===== config.mk =====
export PLATFORM = sky130hd
export DESIGN_NAME = tnn_sample_sequencer
export DESIGN_NICKNAME = d
export VERILOG_FILES = /design/src/rtl/tnn_pkg.sv /design/src/rtl/tnn_golden_cmp.sv /design/src/rtl/tnn_sample_sequencer.sv
export SDC_FILE = /design/constraint.sdc
export NUM_CORES = 1
export LEC_CHECK = 0
export ABC_AREA = 1
export ABC_CLOCK_PERIOD_IN_PS = 7350
export CAP_MARGIN = 20
export CELL_PAD_IN_SITES_DETAIL_PLACEMENT = 0
export CELL_PAD_IN_SITES_GLOBAL_PLACEMENT = 1
export CORE_MARGIN = 2
export CORE_UTILIZATION = 41
export CTS_CLUSTER_DIAMETER = 40
export DETAILED_ROUTE_END_ITERATION = 12
export GPL_TIMING_DRIVEN = 0
export PLACE_DENSITY_LB_ADDON = 0.12
export SYNTH_ARGS = -nofsm -noshare
export SYNTH_HDL_FRONTEND = slang
export SYNTH_SLANG_ARGS = --single-unit

===== constraint.sdc =====
create_clock -name clk -period 7.35 [get_ports clk]
set_input_delay 2.205 -clock clk [delete_from_list [all_inputs] [get_ports clk]]
set_output_delay 2.205 -clock clk [all_outputs]
set_load 0.01 [all_outputs]

===== src/rtl/tnn_pkg.sv =====
// Shared definitions for the TNN sample sequencer slice.
//   FEAT_W      - width of one quantised feature / node operand
//   NUM_FEAT    - features per sample (node operands a..e)
//   CNT_W       - width of the sample and mismatch counters
//   feat_t      - one feature value
//   seq_state_e - sequencer FSM states
package tnn_pkg;

    localparam int FEAT_W   = 3;
    localparam int NUM_FEAT = 5;
    localparam int CNT_W    = 16;

    typedef logic [FEAT_W-1:0] feat_t;

    typedef enum logic [1:0] {
        COLLECT = 2'd0,
        EVAL    = 2'd1,
        HOLD    = 2'd2
    } seq_state_e;

endpackage


===== src/rtl/tnn_golden_cmp.sv =====
// Exact reference decision for the comparator node: (a+b) > (c+d+e).
// Sums are widened so nothing is truncated (a+b needs FEAT_W+1 bits,
// c+d+e needs FEAT_W+2 bits).
// Ports:
//   a..e  in  FEAT_W  unsigned operands
//   gt    out 1       1 when a+b is strictly greater than c+d+e
module tnn_golden_cmp #(
    parameter int FEAT_W = tnn_pkg::FEAT_W
) (
    input  logic [FEAT_W-1:0] a,
    input  logic [FEAT_W-1:0] b,
    input  logic [FEAT_W-1:0] c,
    input  logic [FEAT_W-1:0] d,
    input  logic [FEAT_W-1:0] e,
    output logic              gt
);

    logic [FEAT_W:0]   sum_ab;
    logic [FEAT_W+1:0] sum_cde;

    assign sum_ab  = {1'b0, a} + {1'b0, b};
    assign sum_cde = {2'b00, c} + {2'b00, d} + {2'b00, e};
    assign gt      = {1'b0, sum_ab} > sum_cde;

endmodule


===== src/rtl/tnn_sample_sequencer.sv =====
// Feeds one combinational TNN comparator node and collects its decisions.
// Features arrive serially over valid/ready; every NUM_FEAT of them form a
// sample that is held on op_a..op_e for one EVAL cycle, after which the node
// output and the exact decision are registered and offered over valid/ready.
// Disagreements between node and exact decision are counted.
// Ports:
//   clk, rst_n                   clock, async active-low reset
//   feat_valid/ready/data/last   feature input stream
//   op_a..op_e                   registered operands to the node
//   node_out                     node decision (combinational from op_*)
//   res_valid/ready              result handshake
//   res_node, res_exact          captured node and exact decisions
//   err_frame, err_clr           sticky framing error and its clear
//   sample_cnt                   samples evaluated (wraps)
//   mism_cnt                     node/exact disagreements (saturates)
module tnn_sample_sequencer
    import tnn_pkg::*;
#(
    parameter int FEAT_W   = tnn_pkg::FEAT_W,
    parameter int NUM_FEAT = tnn_pkg::NUM_FEAT,
    parameter int CNT_W    = tnn_pkg::CNT_W
) (
    input  logic              clk,
    input  logic              rst_n,
    input  logic              feat_valid,
    output logic              feat_ready,
    input  logic [FEAT_W-1:0] feat_data,
    input  logic              feat_last,
    output logic [FEAT_W-1:0] op_a,
    output logic [FEAT_W-1:0] op_b,
    output logic [FEAT_W-1:0] op_c,
    output logic [FEAT_W-1:0] op_d,
    output logic [FEAT_W-1:0] op_e,
    input  logic              node_out,
    output logic              res_valid,
    input  logic              res_ready,
    output logic              res_node,
    output logic              res_exact,
    output logic              err_frame,
    input  logic              err_clr,
    output logic [CNT_W-1:0]  sample_cnt,
    output logic [CNT_W-1:0]  mism_cnt
);

    localparam int IDX_W = $clog2(NUM_FEAT);
    localparam logic [IDX_W-1:0] LAST_IDX = IDX_W'(NUM_FEAT - 1);

    seq_state_e state, state_nxt;

    logic [IDX_W-1:0]                 feat_idx;
    logic [NUM_FEAT-1:0][FEAT_W-1:0]  ops;
    logic                             accept;
    logic                             at_last_slot;
    logic                             frame_err;
    logic                             exact;

    assign feat_ready   = (state == COLLECT);
    assign res_valid    = (state == HOLD);
    assign accept       = feat_valid & feat_ready;
    assign at_last_slot = (feat_idx == LAST_IDX);
    // feat_last must coincide exactly with the final slot; early last drops
    // the partial sample, missing last still lets the sample through.
    assign frame_err    = accept & (feat_last ^ at_last_slot);

    assign op_a = ops[0];
    assign op_b = ops[1];
    assign op_c = ops[2];
    assign op_d = ops[3];
    assign op_e = ops[4];

    tnn_golden_cmp #(.FEAT_W(FEAT_W)) u_golden (
        .a  (ops[0]),
        .b  (ops[1]),
        .c  (ops[2]),
        .d  (ops[3]),
        .e  (ops[4]),
        .gt (exact)
    );

    always_ff @(posedge clk or negedge rst_n) begin
        if (!rst_n) state <= COLLECT;
        else        state <= state_nxt;
    end

    always_comb begin
        state_nxt = state;
        case (state)
            COLLECT: if (accept && at_last_slot) state_nxt = EVAL;
            EVAL:    state_nxt = HOLD;
            HOLD:    if (res_ready) state_nxt = COLLECT;
            default: state_nxt = COLLECT;
        endcase
    end

    always_ff @(posedge clk or negedge rst_n) begin
        if (!rst_n) begin
            feat_idx   <= '0;
            ops        <= '0;
            err_frame  <= 1'b0;
            res_node   <= 1'b0;
            res_exact  <= 1'b0;
            sample_cnt <= '0;
            mism_cnt   <= '0;
        end else begin
            if (accept) begin
                ops[feat_idx] <= feat_data;
                if (at_last_slot || feat_last) feat_idx <= '0;
                else                           feat_idx <= feat_idx + IDX_W'(1);
            end

            // A new framing error beats a simultaneous clear.
            if (frame_err)    err_frame <= 1'b1;
            else if (err_clr) err_frame <= 1'b0;

            if (state == EVAL) begin
                res_node   <= node_out;
                res_exact  <= exact;
                sample_cnt <= sample_cnt + CNT_W'(1);
                if ((node_out != exact) && (mism_cnt != {CNT_W{1'b1}}))
                    mism_cnt <= mism_cnt + CNT_W'(1);
            end
        end
    end

endmodule

==> out/results.ini <==
[global_route]
overflow=0
antenna_found_initial=0
grt_pass1_vias=2394
grt_pass1_wl_um=11680
grt_max_degree=29
track_usage_pct=17.52

[power]
power_frac_clock_pct=16.1
p_leak_nw=1.860
p_sw_share_pct=41.54
p_per_area_nw_per_um2=364.2
switchingPower_w=0.0006011
p_int_w=0.0008458
seqPwrFrac_pct=29.9
ir_worst_vdd_mv=0.1485
power_frac_comb_pct=53.9

[critical_path]
cp_top_family=buffers and inverters
critPathCaptureType=output port
worst_setup_path_start_kind=flop
slowest_delay_ps=560
path_depth=2
path_buf_inv=1
critPathSlowestCell=clkdlybuf4s50_1
worstPathRequired_ps=5140
critical_path_class=reg2out
cp.arrival_ps=1410
crit_fanout=3
r2r_cells=16
crit_chain=nor2_1, clkdlybuf4s50_1

[logic_synthesis]
synth_compound_area_share_pct=4.332
synth-xor-area-share_pct=9.069
ys_types=29
syn_nets=391
synthArstFlopShare_pct=100.0
synthTopCellsByCount=nand2_1, dfrtp_1, inv_1
synthMuxAreaShare_pct=0
synth_edf_count=0
ys_seq_area_share_pct=44.53
yosys.area_share.adder_pct=9.231
synth.avg_cell_area_um2=8.585
yosysTopAreaCellShare_pct=44.53
synth.most_common_cell=nand2_1
synth-main-ff-cell=dfrtp_1
yosys.area.top_type=dfrtp_1
yosysWarnings=0
syn_area_um2=3090
yosys.area_share.simple_pct=27.17
synth.top_cells.by_area=dfrtp_1, nand2_1, ha_1
synthCells=360
synth_top_family_by_area=simple AND/OR/NAND/NOR gates
synth_seq_cells=55

[outcome]
status=completed

[sta]
fin_crit_sh_pct=49.21
hold_slack_ps=478.1
fmax_ghz=0.2765
timing.final.crit_period_ps=3617
finalHoldViolations=0
maxSlewHeadroom_pct=57.52
tightest_slew_ps=637.2
finalSetupViolations=0
setup_tns_ps=0
rsz0062_at_grt=false
maxSlewViolCount=0
clock_skew_ps=9.652

[placed_design]
port_buffers=61
dp_hpwl_um=5191
place_congestion=0.8236
dpl_cell_area_um2=3840

[route]
postRouteAntennaNets=0
wl_um=6680
viasPerCell=4.790
wl_per_cell_um=12.63
drc=0
drtIter0Drc=84
drtPass1Iterations=4
vias=2534

[cts]
cts_sinks=55
cts_resized=0
clk_latency_ps=310
htree_levels=2
tritoncts=built
cts-root-buf=clkbuf_8
clk_pin_slew_worst_paths_ps=100
cts_buffers=5
post_cts_buffers=0
max-clock-path-buffers=2
postCtsHoldBufs=0

[floorplan]
coreArea_um2=7292
die_area_um2=8248
die_w_um=90.82
fp-row-count=31
initial_core_util_pct=42.38
die_y_um=90.82
pin_count=62

[layout]
antenna_cells=0
fillers=724
final_nets=460
final_area_um2=3973
drive_gt1_share_pct=7.442
synthToLayoutAreaGrowth_pct=28.54

[flow_run]
cap_violations=0

[hold_path]
min_delay_path_depth=1
hold_class=reg2reg

==> through the flow <==
stage	setup slack, ps	power [W]	util [%]	instances
final	3733	0.001447	54.48	529
after global routing	3617	0.001595	54.48	529
after CTS	3704	0.001471	54.48	529
after detailed placement	3769	0.001231	52.66	521
after global placement	2291	0.001206	52.45	520
after floorplan	4358	0.0009516	-	360
==> power groups by stage <==
stage                     logic, W  registers, W  clock network [W]
after floorplan           0.000503      0.000449                  0
after global placement    0.000769      0.000438                  0
after detailed placement  0.000792      0.000438                  0
after CTS                 0.000795      0.000433           0.000243
after global routing      0.000896      0.000442           0.000256
final                     0.000781      0.000433           0.000234
==> worst paths after layout <==
kind	startpoint	end	slack [ps]
hold reg to reg	sample_cnt[15]$_DFFE_PN0P_	sample_cnt[15]$_DFFE_PN0P_	480
setup reg to reg	op_c[0]$_DFFE_PN0P_	mism_cnt[4]$_DFFE_PN0P_	4050
hold / removal	sample_cnt[15]$_DFFE_PN0P_	sample_cnt[15]$_DFFE_PN0P_	480
setup / recovery	state[0]$_DFFE_PN0P_	feat_ready	3730
min in group asynchronous	rst_n	sample_cnt[5]$_DFFE_PN0P_	1910
max in group asynchronous	rst_n	res_node$_DFFE_PN0P_	4860
==> layout make-up <==
| type | instances | area [µm²] | share of cell area (%) |
|---|---|---|---|
| buffer | 4 | 25.02 | 0.6299 |
| tap | 99 | 123.9 | 3.118 |
| sequential | 55 | 1376 | 34.65 |
| clock inverter | 2 | 60.06 | 1.512 |
| inverter | 40 | 150.1 | 3.780 |
| clock buffer | 6 | 72.57 | 1.827 |
| multi-input combinational | 261 | 1539 | 38.74 |
| timing repair buffer | 62 | 625.6 | 15.75 |
==> per-layer routing <==
metal | global-route usage, % | vias to the layer above | routed length (µm)
li1 | - | 1283 | -
met1 | 25.66 | 1193 | 3340
met2 | 26.62 | 52 | 2988
met3 | 3.589 | 6 | 283
met4 | 4.419 | 0 | 68
met5 | 0 | - | 0
==> cell families after synthesis <==
group,count (synthesis)
adder cells (fa/ha/maj),21
XOR/XNOR,32
AO/OA/AOI/OAI,24
buffers and inverters,44
AND/OR/NAND/NOR,184
flip-flops,55
==> worst register-to-register path: stages, from the launching register on <==
cell     delay, ps
dfrtp_1        410
ha_1           240
fa_1           390
xor2_1         190
ha_1           340
nand3_1         90
nand3_1         80
xnor2_1        180
ha_1           280
nand4_1        100
nand3_1         90
nand3_2        120
nand2_1         90
nand2_2        170
buf_2          280
nand3_1        130
nand2_1         80
==> state kept, by name (all words and copies together) (netlist names) <==
name,flops
feat_idx,3
op_a,3
err_frame,1
state,2
op_d,3
res_node,1
mism_cnt,16
op_b,3
sample_cnt,16
op_e,3
res_exact,1
op_c,3
==> placed cells by master, fill, tap and decap left out <==
cell             Yosys  final
buf_6                1      1
nand3_1             33     33
nor3_4               1      1
o21a_1               1      1
a21oi_4              1      1
xor2_1              17     17
nand4_1              7      7
nor4_2               1      1
nand2_1             99     99
nand2_4              1      1
fa_1                 3      3
nor3_1               5      5
o21ai_1              3      3
inv_2                5      5
nand3_2              3      3
inv_1               35     35
nand3b_1             1      1
buf_2                2      3
nor2_4               1      1
ha_1                18     18
nor2_1              25     25
buf_12               0      1
clkbuf_1             1      2
nor3_2               2      2
xnor2_1             15     15
o21ai_0             13     13
a21oi_1              6      6
bufinv_16            0      2
clkdlybuf4s50_1      0     60
nor2_2               3      3
dfrtp_1             55     55
nand2_2              2      2
clkbuf_8             0      5
Note: power is estimated with default switching activity, not from simulation.
